File: src/rtl/hello_pkg.sv
// Shared constants and types for the "Hello, World!" UART transmitter.
package hello_pkg;

    localparam int MSG_LEN = 14;
    localparam int IDX_W   = 4;

    // Message bytes in transmission order: "Hello, World!" followed by LF.
    localparam logic [7:0] MSG [MSG_LEN] = '{
        8'h48, 8'h65, 8'h6C, 8'h6C, 8'h6F, 8'h2C, 8'h20,
        8'h57, 8'h6F, 8'h72, 8'h6C, 8'h64, 8'h21, 8'h0A
    };

    // Top-level sequencer states.
    typedef enum logic [1:0] {
        IDLE = 2'd0,
        LOAD = 2'd1,
        SEND = 2'd2,
        DONE = 2'd3
    } state_t;

endpackage

File: src/rtl/hello_uart_tx.sv
// 8N1 byte serializer: start bit, eight data bits LSB first, stop bit,
// each held CLK_DIV cycles. The start bit goes out on the accepting edge.
module hello_uart_tx #(
    parameter int CLK_DIV = 868
) (
    input  logic       clk,
    input  logic       rst_n,
    input  logic       tx_valid,
    input  logic [7:0] tx_data,
    output logic       tx_ready,
    output logic       txd
);

    localparam int CNT_W = (CLK_DIV > 2) ? $clog2(CLK_DIV) : 1;
    localparam logic [CNT_W-1:0] CNT_MAX = CNT_W'(CLK_DIV - 1);

    logic             active_reg;
    logic [3:0]       bit_idx_reg;   // 0 = start, 1..8 = data, 9 = stop
    logic [CNT_W-1:0] cnt_reg;
    logic [7:0]       data_reg;
    logic             txd_reg;

    logic bit_end;
    logic frame_end;
    logic accept;

    assign bit_end   = (cnt_reg == CNT_MAX);
    assign frame_end = active_reg && bit_end && (bit_idx_reg == 4'd9);

    // Ready is already high during the last stop-bit cycle so the sequencer
    // can present the next byte in the single idle cycle between frames.
    assign tx_ready = !active_reg || frame_end;
    assign accept   = tx_valid && tx_ready;
    assign txd      = txd_reg;

    // Bit timing, shift sequencing and line driver.
    always_ff @(posedge clk or negedge rst_n) begin
        if (!rst_n) begin
            active_reg  <= 1'b0;
            bit_idx_reg <= 4'd0;
            cnt_reg     <= '0;
            data_reg    <= 8'd0;
            txd_reg     <= 1'b1;
        end else if (accept) begin
            active_reg  <= 1'b1;
            bit_idx_reg <= 4'd0;
            cnt_reg     <= '0;
            data_reg    <= tx_data;
            txd_reg     <= 1'b0;
        end else if (active_reg) begin
            if (bit_end) begin
                cnt_reg <= '0;
                if (bit_idx_reg == 4'd9) begin
                    active_reg <= 1'b0;
                    txd_reg    <= 1'b1;
                end else begin
                    bit_idx_reg <= bit_idx_reg + 4'd1;
                    // Next bit is data[bit_idx] for 0..7, stop bit after data[7].
                    txd_reg <= (bit_idx_reg == 4'd8) ? 1'b1 : data_reg[bit_idx_reg[2:0]];
                end
            end else begin
                cnt_reg <= cnt_reg + 1'b1;
            end
        end
    end

endmodule

File: src/rtl/hello_uart.sv
// Sends the fixed "Hello, World!\n" message over a UART line on request.
module hello_uart #(
    parameter int CLK_DIV = 868
) (
    input  logic       clk,
    input  logic       rst_n,
    input  logic       start,
    output logic       busy,
    output logic       done,
    output logic       txd,
    output logic [3:0] char_idx
);

    import hello_pkg::*;

    generate
        if (CLK_DIV < 2) begin : g_bad_clk_div
            $error("hello_uart: CLK_DIV must be at least 2");
        end
    endgenerate

    localparam logic [IDX_W-1:0] LAST_IDX = IDX_W'(MSG_LEN - 1);

    state_t           state_reg, state_next;
    logic [IDX_W-1:0] idx_reg, idx_next;
    logic             start_q_reg;
    logic             tx_valid;
    logic             tx_ready;
    logic [7:0]       tx_data;

    // State, index and start-sample registers. Start is only captured while
    // idle, so a request held through DONE begins anew from IDLE.
    always_ff @(posedge clk or negedge rst_n) begin
        if (!rst_n) begin
            state_reg   <= IDLE;
            idx_reg     <= '0;
            start_q_reg <= 1'b0;
        end else begin
            state_reg   <= state_next;
            idx_reg     <= idx_next;
            start_q_reg <= start && (state_reg == IDLE);
        end
    end

    // Next-state and message index sequencing.
    always_comb begin
        state_next = state_reg;
        idx_next   = idx_reg;
        unique case (state_reg)
            IDLE: begin
                if (start_q_reg) state_next = LOAD;
            end
            LOAD: begin
                if (tx_ready) state_next = SEND;
            end
            SEND: begin
                if (tx_ready) begin
                    if (idx_reg < LAST_IDX) begin
                        idx_next   = idx_reg + 1'b1;
                        state_next = LOAD;
                    end else begin
                        state_next = DONE;
                    end
                end
            end
            DONE: begin
                idx_next   = '0;
                state_next = IDLE;
            end
            default: begin
                idx_next   = '0;
                state_next = IDLE;
            end
        endcase
    end

    // Moore outputs and byte presentation to the serializer.
    always_comb begin
        tx_valid = (state_reg == LOAD);
        busy     = (state_reg == LOAD) || (state_reg == SEND);
        done     = (state_reg == DONE);
        tx_data  = MSG[idx_reg];
        char_idx = idx_reg;
    end

    hello_uart_tx #(
        .CLK_DIV (CLK_DIV)
    ) u_tx (
        .clk      (clk),
        .rst_n    (rst_n),
        .tx_valid (tx_valid),
        .tx_data  (tx_data),
        .tx_ready (tx_ready),
        .txd      (txd)
    );

endmodule

File: config.mk
export PLATFORM = sky130hd
export DESIGN_NAME = hello_uart
export DESIGN_NICKNAME = d
export VERILOG_FILES = /design/src/rtl/hello_pkg.sv /design/src/rtl/hello_uart_tx.sv /design/src/rtl/hello_uart.sv
export SDC_FILE = /design/constraint.sdc
export NUM_CORES = 1
export LEC_CHECK = 0
export BUFFER_PORTS_ARGS = -buffer_cell sky130_fd_sc_hd__buf_2
export CORE_MARGIN = 2
export CORE_UTILIZATION = 25
export CTS_CLUSTER_DIAMETER = 100
export DETAILED_ROUTE_END_ITERATION = 16
export PLACE_DENSITY = 0.5
export REMOVE_ABC_BUFFERS = 1
export SETUP_SLACK_MARGIN = 0.1
export SLEW_MARGIN = 20
export SYNTH_ARGS = -nofsm -noshare
export SYNTH_HDL_FRONTEND = slang
export SYNTH_SLANG_ARGS = --single-unit
File: constraint.sdc
create_clock -name clk -period 2.7 [get_ports clk]
set_input_delay 0.27 -clock clk [delete_from_list [all_inputs] [get_ports clk]]
set_output_delay 0.27 -clock clk [all_outputs]
set_load 0.02 [all_outputs]
==> metrics.yaml, run 1 <==
layout:
  fill_cells: 779
  diodes: 0
  drive_gt1_frac: 0.162
  largest_reg_flops: 10
  area_growth_pct: 13.9
  fin_nets: 217
setup_path:
  cp_max_fo: 9
  crit_required_ns: 2.86
  rr_worst_depth: 5
  critPathCapture: "u_tx.data_reg[3]"
  crit_path_start_kind: "register"
  r2r_slack_ns: 0.42
  critPathArrivalTime_ns: 2.44
  cp-startpoint: "u_tx.cnt_reg[0]"
  cp-end-kind: "register"
  reg2reg_from: "u_tx.cnt_reg[0]"
  crit_type: "reg2reg"
  rr_endpoint: "u_tx.data_reg[3]"
worst_hold_path:
  hold_class: "in2async"
die:
  start_util: 0.259
  std_cell_rows: 31
  dieArea_sq_mm: 0.00821
  die_h_um: 90.6
  dieWidth_um: 90.6
  core-area_sq_mm: 0.00725
  boundaryPins: 10
sta:
  rsz0062_at_grt: "false"
  drv_slew: 0
  fin_crit_ns: 2.28
  setup_viol: 0
  fmax_ghz: 0.439
  fin_tns_setup_ns: 0
  hold_viol: 0
  fin_crit_sh: 0.844
  slew_headroom: 0.548
  finClkSkew_ns: 0.00994
  worst_pin_slew_ns: 0.679
clock_tree:
  postCtsHoldBufs: 0
  tritoncts: "yes"
  path_clk_slew_ns: 0.07
  cts_buffers: 5
  clkSinkCount: 30
  clock_latency_ns: 0.29
  clock_path_buffers: 2
  post_cts_buffers: 0
  cts_resized: 0
  cts-root-buf: "clkbuf_8"
  cts_max_level: 2
route:
  wl_per_cell_um: 12.7
  firstDrtPassIters: 4
  drt_iter0_drc: 63
  ant_nets: 0
  totalWireLength_mm: 3.77
  post-route-drc-count: 0
  via_per_inst: 4.60
  vias: 1366
yosys:
  yosys_warnings: 0
  avgSynthCellArea_sq_um: 10.1
  synthesis.area_sq_mm: 0.00188
  synth_ff_type: "dfrtp_1"
  ys_ff_latch: 30
  synth_area_leaders: "dfrtp_1 39%, ha_1 11%, a21oi_1 4.0%"
  synth.largest_area_cell: "dfrtp_1"
  async_flop_share: 1.00
  yosys.area.top_type_share: 0.387
  syn_inst: 186
  yosysSeqAreaShare: 0.401
  synth_cell_types: 51
  synth_edf_count: 0
power:
  power.total_mw: 1.63
  p_per_area_mw_per_mm2: 763
  p_leak_nw: 0.953
  ir_worst_vdd_mv: 0.360
placement:
  portBuffers: 9
  place_congestion: 0.769
  dp_hpwl_mm: 2.72
grt:
  grt_start_max_net_pins: 31
  grt_pass1_wl_mm: 6.73
  grtUsageTotal: 0.101
  grt_pass1_vias: 1346
  grt_antenna_before_repair: 0
  globalRouteOverflowTotal: 0
status:
  status: "finished clean"
run:
  drv_cap: 0
==> placed cells by master, fill, tap and decap left out, types with 2 or more instances in the layout <==
| master | synthesis | routed |
|---|---|---|
| nand2b_1 | 2 | 2 |
| o21a_1 | 2 | 2 |
| clkinv_2 | 0 | 2 |
| xnor2_1 | 2 | 2 |
| o211ai_1 | 4 | 4 |
| nor2_1 | 13 | 13 |
| a211oi_1 | 2 | 2 |
| o21ai_1 | 2 | 2 |
| nand4_1 | 4 | 4 |
| o41ai_2 | 2 | 2 |
| buf_4 | 1 | 2 |
| xor2_1 | 3 | 3 |
| nor3_1 | 5 | 5 |
| mux2i_1 | 4 | 4 |
| nand2_1 | 8 | 8 |
| ha_1 | 17 | 17 |
| a21oi_1 | 15 | 15 |
| nand3_1 | 4 | 4 |
| buf_2 | 1 | 9 |
| clkbuf_8 | 0 | 5 |
| o21ai_0 | 9 | 9 |
| inv_1 | 12 | 12 |
| mux4_2 | 2 | 2 |
| nor2b_1 | 2 | 2 |
| mux2_1 | 4 | 4 |
| dfrtp_1 | 29 | 29 |
| o31ai_1 | 3 | 3 |
| a22o_1 | 3 | 3 |
| or3_1 | 2 | 2 |
| nand3b_1 | 2 | 2 |
| and2_1 | 2 | 2 |
==> cells by family after synthesis <==
logic type / synth area share
AND/OR/NAND/NOR: 0.156
AO/OA/AOI/OAI: 0.190
flip-flops: 0.401
buffers and inverters: 0.0407
adder cells (fa/ha/maj): 0.113
multiplexers: 0.0754
XOR/XNOR: 0.0234
==> layout make-up <==
| class | count | area (sq um) | share of cell area |
|---|---|---|---|
| Inverter | 12 | 45.0 | 0.0211 |
| Clock inverter | 3 | 40.0 | 0.0187 |
| Timing Repair Buffer | 11 | 60.1 | 0.0281 |
| Multi-Input combinational cell | 137 | 1050 | 0.490 |
| Sequential cell | 30 | 752 | 0.352 |
| Tap cell | 99 | 124 | 0.0580 |
| Clock buffer | 5 | 68.8 | 0.0322 |
==> per-layer routing <==
layer / routed length, um / global-route usage
met5: 0 / 0
met4: 69 / 0.0423
met3: 121 / 0.0250
met2: 1660 / 0.150
met1: 1930 / 0.138
==> worst max-delay path, stage by stage (launching register included) <==
cell	delay [ns]
dfrtp_1	0.43
ha_1	0.21
or3b_4	0.42
o41ai_2	0.31
and2_1	0.42
mux2_1	0.36
==> cells in the mapped netlist (2+ instances only) <==
cell,number
nor3_1,5
a22o_1,3
or3_1,2
nor2b_1,2
ha_1,17
nor2_1,13
xnor2_1,2
o211ai_1,4
mux2_1,4
o31ai_1,3
nand3_1,4
mux4_2,2
mux2i_1,4
o41ai_2,2
a211oi_1,2
clkbuf_1,4
dfrtp_1,29
and2_1,2
inv_1,12
nand2_1,8
nand2b_1,2
xor2_1,3
o21ai_1,2
nand4_1,4
a21oi_1,15
o21ai_0,9
o21a_1,2
nand3b_1,2
==> through the flow <==
| stage | hold slack [ns] | std cells | worst slack, ns | util | instance area, sq um |
|---|---|---|---|---|---|
| 6_report | 0.0108 | 297 | 0.420 | 0.295 | 2140 |
| 5_1_grt | 0.0687 | 297 | 0.275 | 0.295 | 2140 |
| 4_1_cts | 0.0457 | 297 | 0.410 | 0.295 | 2140 |
| 3_5_place_dp | 0.366 | 289 | 0.439 | 0.280 | 2030 |
| 3_3_place_gp | 0.367 | 289 | 0.484 | 0.280 | 2030 |
| 2_1_floorplan | -0.0256 | 179 | 0.192 | - | 1840 |
==> report_power, final <==
part / leakage [nW] / internal [mW] / total (mW) / switching (mW)
Sequential: 0.379 / 0.537 / 0.649 / 0.112
Combinational: 0.516 / 0.227 / 0.528 / 0.301
Clock: 0.0579 / 0.271 / 0.453 / 0.181
==> worst min path at each step <==
stage,from,endpoint,slack (ns),depth (start not counted)
floorplan,rst_n,char_idx[0],-0.03,0
global placement,rst_n,u_tx.cnt_reg[7],0.37,1
detailed placement,rst_n,u_tx.cnt_reg[7],0.37,1
CTS,rst_n,u_tx.cnt_reg[7],0.05,1
global route,rst_n,u_tx.cnt_reg[7],0.07,1
finish,rst_n,u_tx.cnt_reg[7],0.01,1
No activity file was read; power rests on OpenSTA's default activity.
==> inputs of run 2 (changes only) <==
ABC_AREA = 1   (was unset)
PLACE_DENSITY = 0.52   (was 0.5)
clock period = 1.97 ns   (was 2.7 ns; I/O delays follow)
==> run 2 against run 1 <==
Count of clock-buffer cells in the layout grew 3. Maximum frequency grew 39%. Via count grew 7.6%. Critical path type unchanged.
==> metrics.yaml, run 2 <==
clock_tree:
  tritoncts: "yes"
  cts_max_level: 2  # unchanged
  clock_latency_ns: 0.29  # about the same
  clock_path_buffers: 2  # unchanged
  cts_buffers: 5  # unchanged
  post_cts_buffers: 0  # unchanged
  clkSinkCount: 30  # unchanged
  cts-root-buf: "clkbuf_8"
  path_clk_slew_ns: 0.07  # about the same
yosys:
  synth_cell_types: 31  # -39%
  synth.largest_area_cell: "dfrtp_1"
  synth_ff_type: "dfrtp_1"
  yosysSeqAreaShare: 0.396  # -0.00450
  ys_ff_latch: 30  # unchanged
  yosys.area.top_type_share: 0.383  # -0.00434
  yosys-top-cells-count: "57 x nand2_1, 29 x dfrtp_1, 27 x inv_1"
  avgSynthCellArea_sq_um: 7.97  # -21%
  async_flop_share: 1.00  # unchanged
  synthesis.area_sq_mm: 0.00190  # +1.1%
  synth_edf_count: 0  # unchanged
  syn_inst: 238  # +28%
  synth_area_leaders: "dfrtp_1 38%, nand2_1 11%, ha_1 11%"
  synth.most_common_cell: "nand2_1"
  yosys_warnings: 0  # unchanged
layout:
  fin_area_sq_mm: 0.00215  # +0.47%
  layout_common_cells: "57 x nand2_1, 29 x dfrtp_1, 27 x inv_1, 24 x nor2_1, 23 x nand3_1"
  drive_gt1_frac: 0.130  # -0.0312
  fin_util: 0.294  # about the same
  layout_commonest_cell: "nand2_1"
  largest_reg_flops: 10  # unchanged
  area_growth_pct: 13.2
  final_cell_count_no_fill: 352  # +19%
  diodes: 0  # unchanged
  fin_nets: 272  # +25%
  fill_cells: 842  # +8.1%
route:
  route.met3.wl_um: 91  # -25%
  via_per_inst: 4.18  # -9.2%
  ant_nets: 0  # unchanged
  wl_met2_mm: 1.59  # -4.0%
  totalWireLength_mm: 3.76  # -0.37%
  firstDrtPassIters: 6  # +2
  top_layer_used: "met4"
  vias: 1470  # +7.6%
  drt_iter0_drc: 61  # -3.2%
  wl_met1_mm: 1.99  # +3.4%
  post-route-drc-count: 0  # unchanged
  wl_per_cell_um: 10.7  # -16%
die:
  dieWidth_um: 91.1  # +0.54%
  std_cell_rows: 31  # unchanged
  dieArea_sq_mm: 0.00830  # +1.1%
  die_h_um: 91.1  # +0.54%
  boundaryPins: 10  # unchanged
  core-area_sq_mm: 0.00729  # +0.53%
  start_util: 0.260  # +0.00154
setup_path:
  critPathArrivalTime_ns: 1.80  # -0.64 ns
  crit_required_ns: 2.13  # -0.73 ns
  crit_path_start_kind: "register"
  cp_max_fo: 7  # -2
  crit_type: "reg2reg"
  cp-end-kind: "register"
sta:
  fin_crit_sh: 0.832  # -0.0126
  drv_slew: 0  # unchanged
  setup_viol: 0  # unchanged
  finalWorstSetupSlack_ns: 0.332  # -0.0889 ns
  fmax_ghz: 0.610  # +39%
  holdWs_ns: 0.0945  # +0.0837 ns
  worst_pin_slew_ns: 0.700  # +0.0215 ns
  fin_tns_setup_ns: 0  # unchanged
  slew_headroom: 0.533  # -0.0143
  fin_crit_ns: 1.64  # -0.641 ns
  rsz0062_at_grt: "false"
  hold_viol: 0  # unchanged
  finClkSkew_ns: 0.00899  # -0.000946 ns
grt:
  grt_pass1_vias: 1473  # +9.4%
  grt_start_max_net_pins: 31  # unchanged
  grt_antenna_before_repair: 0  # unchanged
  grtUsageTotal: 0.0999  # -0.000670
  globalRouteOverflowTotal: 0  # unchanged
  grt_pass1_wl_mm: 6.60  # -1.9%
power:
  p_leak_nw: 1.09  # +14%
  p_per_area_mw_per_mm2: 1170  # +53%
  power.total_mw: 2.51  # +54%
  ir_worst_vdd_mv: 0.378  # +5.2%
placement:
  dp_worst_setup_slack_ns: 0.321  # -0.118 ns
  place_congestion: 0.875  # +14%
  dp_hpwl_mm: 2.71  # -0.14%
  placed_area_sq_mm: 0.00205  # +0.92%
  dp_cells: 343  # +19%
  portBuffers: 9  # unchanged
worst_hold_path:
  hold_class: "in2reg"
run:
  drv_cap: 0  # unchanged
status:
  status: "finished clean"
[run 2: cell count changes in the layout (fill, tap and decap cells not counted), moves of 3 or more]
cell	before	now
inv_1	12	27
xor2_1	3	6
a21oi_1	15	6
mux2_1	4	0
o21ai_0	9	13
nor2_1	13	24
nand2_2	0	5
nand3_1	4	23
o31ai_1	3	0
nand2_1	8	57
mux2i_1	4	0
[run 2: power breakdown]
part | internal [mW] | switching (mW)
Combinational | 0.386 | 0.644
Clock | 0.285 | 0.235
Sequential | 0.763 | 0.196
[run 2: cells by family (layout without fill, tap and decap cells)]
family                   count (synthesis)  count (layout)  synth area share
flip-flops                              30              30             0.396
buffers and inverters                   31              46            0.0653
adder cells (fa/ha/maj)                 17              17             0.112
XOR/XNOR                                 8               8            0.0369
AND/OR/NAND/NOR                        125             125             0.306
AO/OA/AOI/OAI                           27              27            0.0831
[run 2: layout make-up]
class	count	area (sq um)	area share
Tap cell	99	124	0.0577
Timing Repair Buffer	10	55.1	0.0256
Inverter	28	105	0.0490
Clock buffer	8	90.1	0.0420
Multi-Input combinational cell	177	1020	0.476
Sequential cell	30	752	0.350
[run 2: final timing paths]
check | cells past startpoint | startpoint | slack (ns) | end
max | 7 | state_reg[1] | 0.33 | u_tx.cnt_reg[2]
min | 3 | start | 0.09 | start_q_reg
max reg2reg | 7 | state_reg[1] | 0.33 | u_tx.cnt_reg[2]
min reg2reg | 2 | u_tx.data_reg[4] | 0.49 | u_tx.data_reg[4]
max in group asynchronous | 2 | rst_n | 1.01 | u_tx.bit_idx_reg[3]
min in group asynchronous | 2 | rst_n | 0.50 | state_reg[1]
[run 2: critical path, cell delays in order, from the launching register on]
cell and delay, ns:
dfrtp_1 0.41, inv_1 0.14, ha_1 0.34, nor2_4 0.09
inv_1 0.16, nand2_2 0.11, inv_1 0.18, nor3_1 0.07
[run 2: timing repair]
item | 4_1_cts | 5_1_grt
hold buffers | 1 | 0
endpoints found under the hold margin | 29 | 0
gates resized for setup | 0 | 0
[run 2: per-layer routing]
layer,up-vias,track usage
li1,790,-
met1,660,0.130
met2,13,0.151
met3,7,0.0299
met4,0,0.0467
met5,-,0
==> inputs of run 3 (changes only) <==
PLACE_DENSITY = 0.5   (was 0.52)
clock period = 1.7 ns   (was 1.97 ns; I/O delays follow)
==> run 3 against run 2 <==
Combinational power rose by 29%. Clock power rose by 5.4%. First-iteration DRC count up 26%. Clock skew shrank 0.0034 ns. Critical endpoint is now done.
==> metrics.yaml, run 3 (same netlist as run 2, synthesis figures left out) <==
status:
  status: "finished clean"
setup_path:
  crit_path_start_kind: "register"
  critPathArrivalTime_ns: 1.31  # -0.49 ns
  crit_type: "reg2out"
  crit_required_ns: 1.53  # -0.60 ns
  cp-end-kind: "output pin"
  cp_max_fo: 6  # -1
die:
  dieArea_sq_mm: 0.00830  # unchanged
  boundaryPins: 10  # unchanged
  die_h_um: 91.1  # unchanged
  std_cell_rows: 31  # unchanged
  dieWidth_um: 91.1  # unchanged
  start_util: 0.260  # unchanged
  core-area_sq_mm: 0.00729  # unchanged
layout:
  largest_reg_flops: 10  # unchanged
  area_growth_pct: 19.1
  layout_common_cells: "57 x nand2_1, 27 x dfrtp_1, 25 x inv_1, 24 x nor2_1, 23 x nand3_1"
  drive_gt1_frac: 0.195  # +0.0651
  layout_commonest_cell: "nand2_1"
  fin_nets: 285  # +4.8%
  diodes: 0  # unchanged
clock_tree:
  clock_latency_ns: 0.28  # about the same
  clock_path_buffers: 2  # unchanged
  cts_max_level: 2  # unchanged
  cts_buffers: 5  # unchanged
  path_clk_slew_ns: 0.06  # about the same
  clkSinkCount: 30  # unchanged
  cts-root-buf: "clkbuf_8"
  tritoncts: "yes"
route:
  totalWireLength_mm: 3.77  # +0.13%
  post-route-drc-count: 0  # unchanged
  via_per_inst: 4.31  # +3.3%
  firstDrtPassIters: 4  # -2
  ant_nets: 0  # unchanged
  vias: 1574  # +7.1%
  drt_iter0_drc: 77  # +26%
  wl_per_cell_um: 10.3  # -3.4%
sta:
  drv_slew: 0  # unchanged
  slew_headroom: 0.532  # -0.000966
  setup_viol: 0  # unchanged
  worst_pin_slew_ns: 0.702  # +0.00145 ns
  finalWorstSetupSlack_ns: 0.218  # -0.114 ns
  rsz0062_at_grt: "true"
  fin_tns_setup_ns: 0  # unchanged
  hold_viol: 0  # unchanged
  fmax_ghz: 0.675
  finClkSkew_ns: 0.00563  # -0.00336 ns
  fin_crit_sh: 0.872
  fin_crit_ns: 1.48
placement:
  portBuffers: 9  # unchanged
  place_congestion: 0.852  # -2.6%
  dp_worst_setup_slack_ns: 0.0776  # -0.244 ns
  dp_hpwl_mm: 2.67  # -1.4%
grt:
  grt_start_max_net_pins: 31  # unchanged
  grt_antenna_before_repair: 0  # unchanged
  grt_pass1_vias: 1494  # +1.4%
  grt_pass1_wl_mm: 6.78  # +2.7%
  globalRouteOverflowTotal: 0  # unchanged
  grtUsageTotal: 0.100  # +0.000315
power:
  p_leak_nw: 1.14  # +4.5%
  p_per_area_mw_per_mm2: 1320  # +13%
  power.total_mw: 2.97  # +19%
  ir_worst_vdd_mv: 0.618  # +63%
worst_hold_path:
  hold_class: "in2reg"
run:
  drv_cap: 0  # unchanged
run 3: cell types whose count changed in the layout (fill, tap and decap cells not counted):
cell / change
clkinvlp_4: +1
clkbuf_1: +1
dfrtp_2: +2
ha_2: +1
ha_1: -2
buf_4: +13
o21a_1: -1
clkbuf_8: -1
dfrtp_1: -2
o21a_2: +1
inv_4: +1
inv_1: -2
ha_4: +1
run 3: cell type report:
| class | instances | area (sq um) |
|---|---|---|
| fillers | 828 | 5030 |
| multi-input cells | 177 | 1040 |
| flip-flops and latches | 30 | 754 |
| repair buffers | 23 | 153 |
| well taps | 99 | 124 |
| inverters | 28 | 111 |
| clock buffers | 8 | 80.1 |
run 3: what timing repair did:
item,CTS,global route
hold buffers,1,0
pin swaps,0,2
gates resized for setup,1,8
setup buffers,0,9
endpoints found under the hold margin,29,0
cloned,0,0
setup endpoints to repair,7,24
run 3: routing by layer:
metal / track usage / up-vias / part of all wire
li1: - / 823 / -
met1: 0.130 / 732 / 0.51
met2: 0.157 / 14 / 0.44
met3: 0.0249 / 5 / 0.022
met4: 0.0455 / 0 / 0.020
met5: 0 / - / 0
run 3: final timing paths:
check | from | end | slack (ns) | cells past startpoint
worst max-delay path | state_reg[0] | done | 0.22 | 3
worst min-delay path | start | start_q_reg | 0.08 | 3
worst max register to register | state_reg[1] | u_tx.cnt_reg[2] | 0.22 | 7
worst min register to register | u_tx.data_reg[4] | u_tx.data_reg[4] | 0.48 | 2
max in group asynchronous | rst_n | char_idx[0] | 0.72 | 2
min in group asynchronous | rst_n | u_tx.cnt_reg[6] | 0.48 | 2
run 3: stage by stage:
| step | hold WS [ns] | area [sq um] | instances | util |
|---|---|---|---|---|
| after CTS | 0.0710 | 2170 | 356 | 0.298 |
| final | 0.0791 | 2260 | 365 | 0.310 |
| after global placement | 0.274 | 2080 | 347 | 0.285 |
| after global routing | 0.0855 | 2260 | 365 | 0.310 |
| after detailed placement | 0.267 | 2080 | 347 | 0.285 |
| after floorplan | -0.126 | 1880 | 235 | - |
run 3: power breakdown:
group	internal [mW]	switching (mW)
clock	0.290	0.256
combinational	0.543	0.786
sequential	0.890	0.209
run 3: critical path, cell delays in order, from the launching register on:
cell	delay, ns
dfrtp_2	0.44
buf_4	0.15
ha_1	0.26
buf_2	0.19
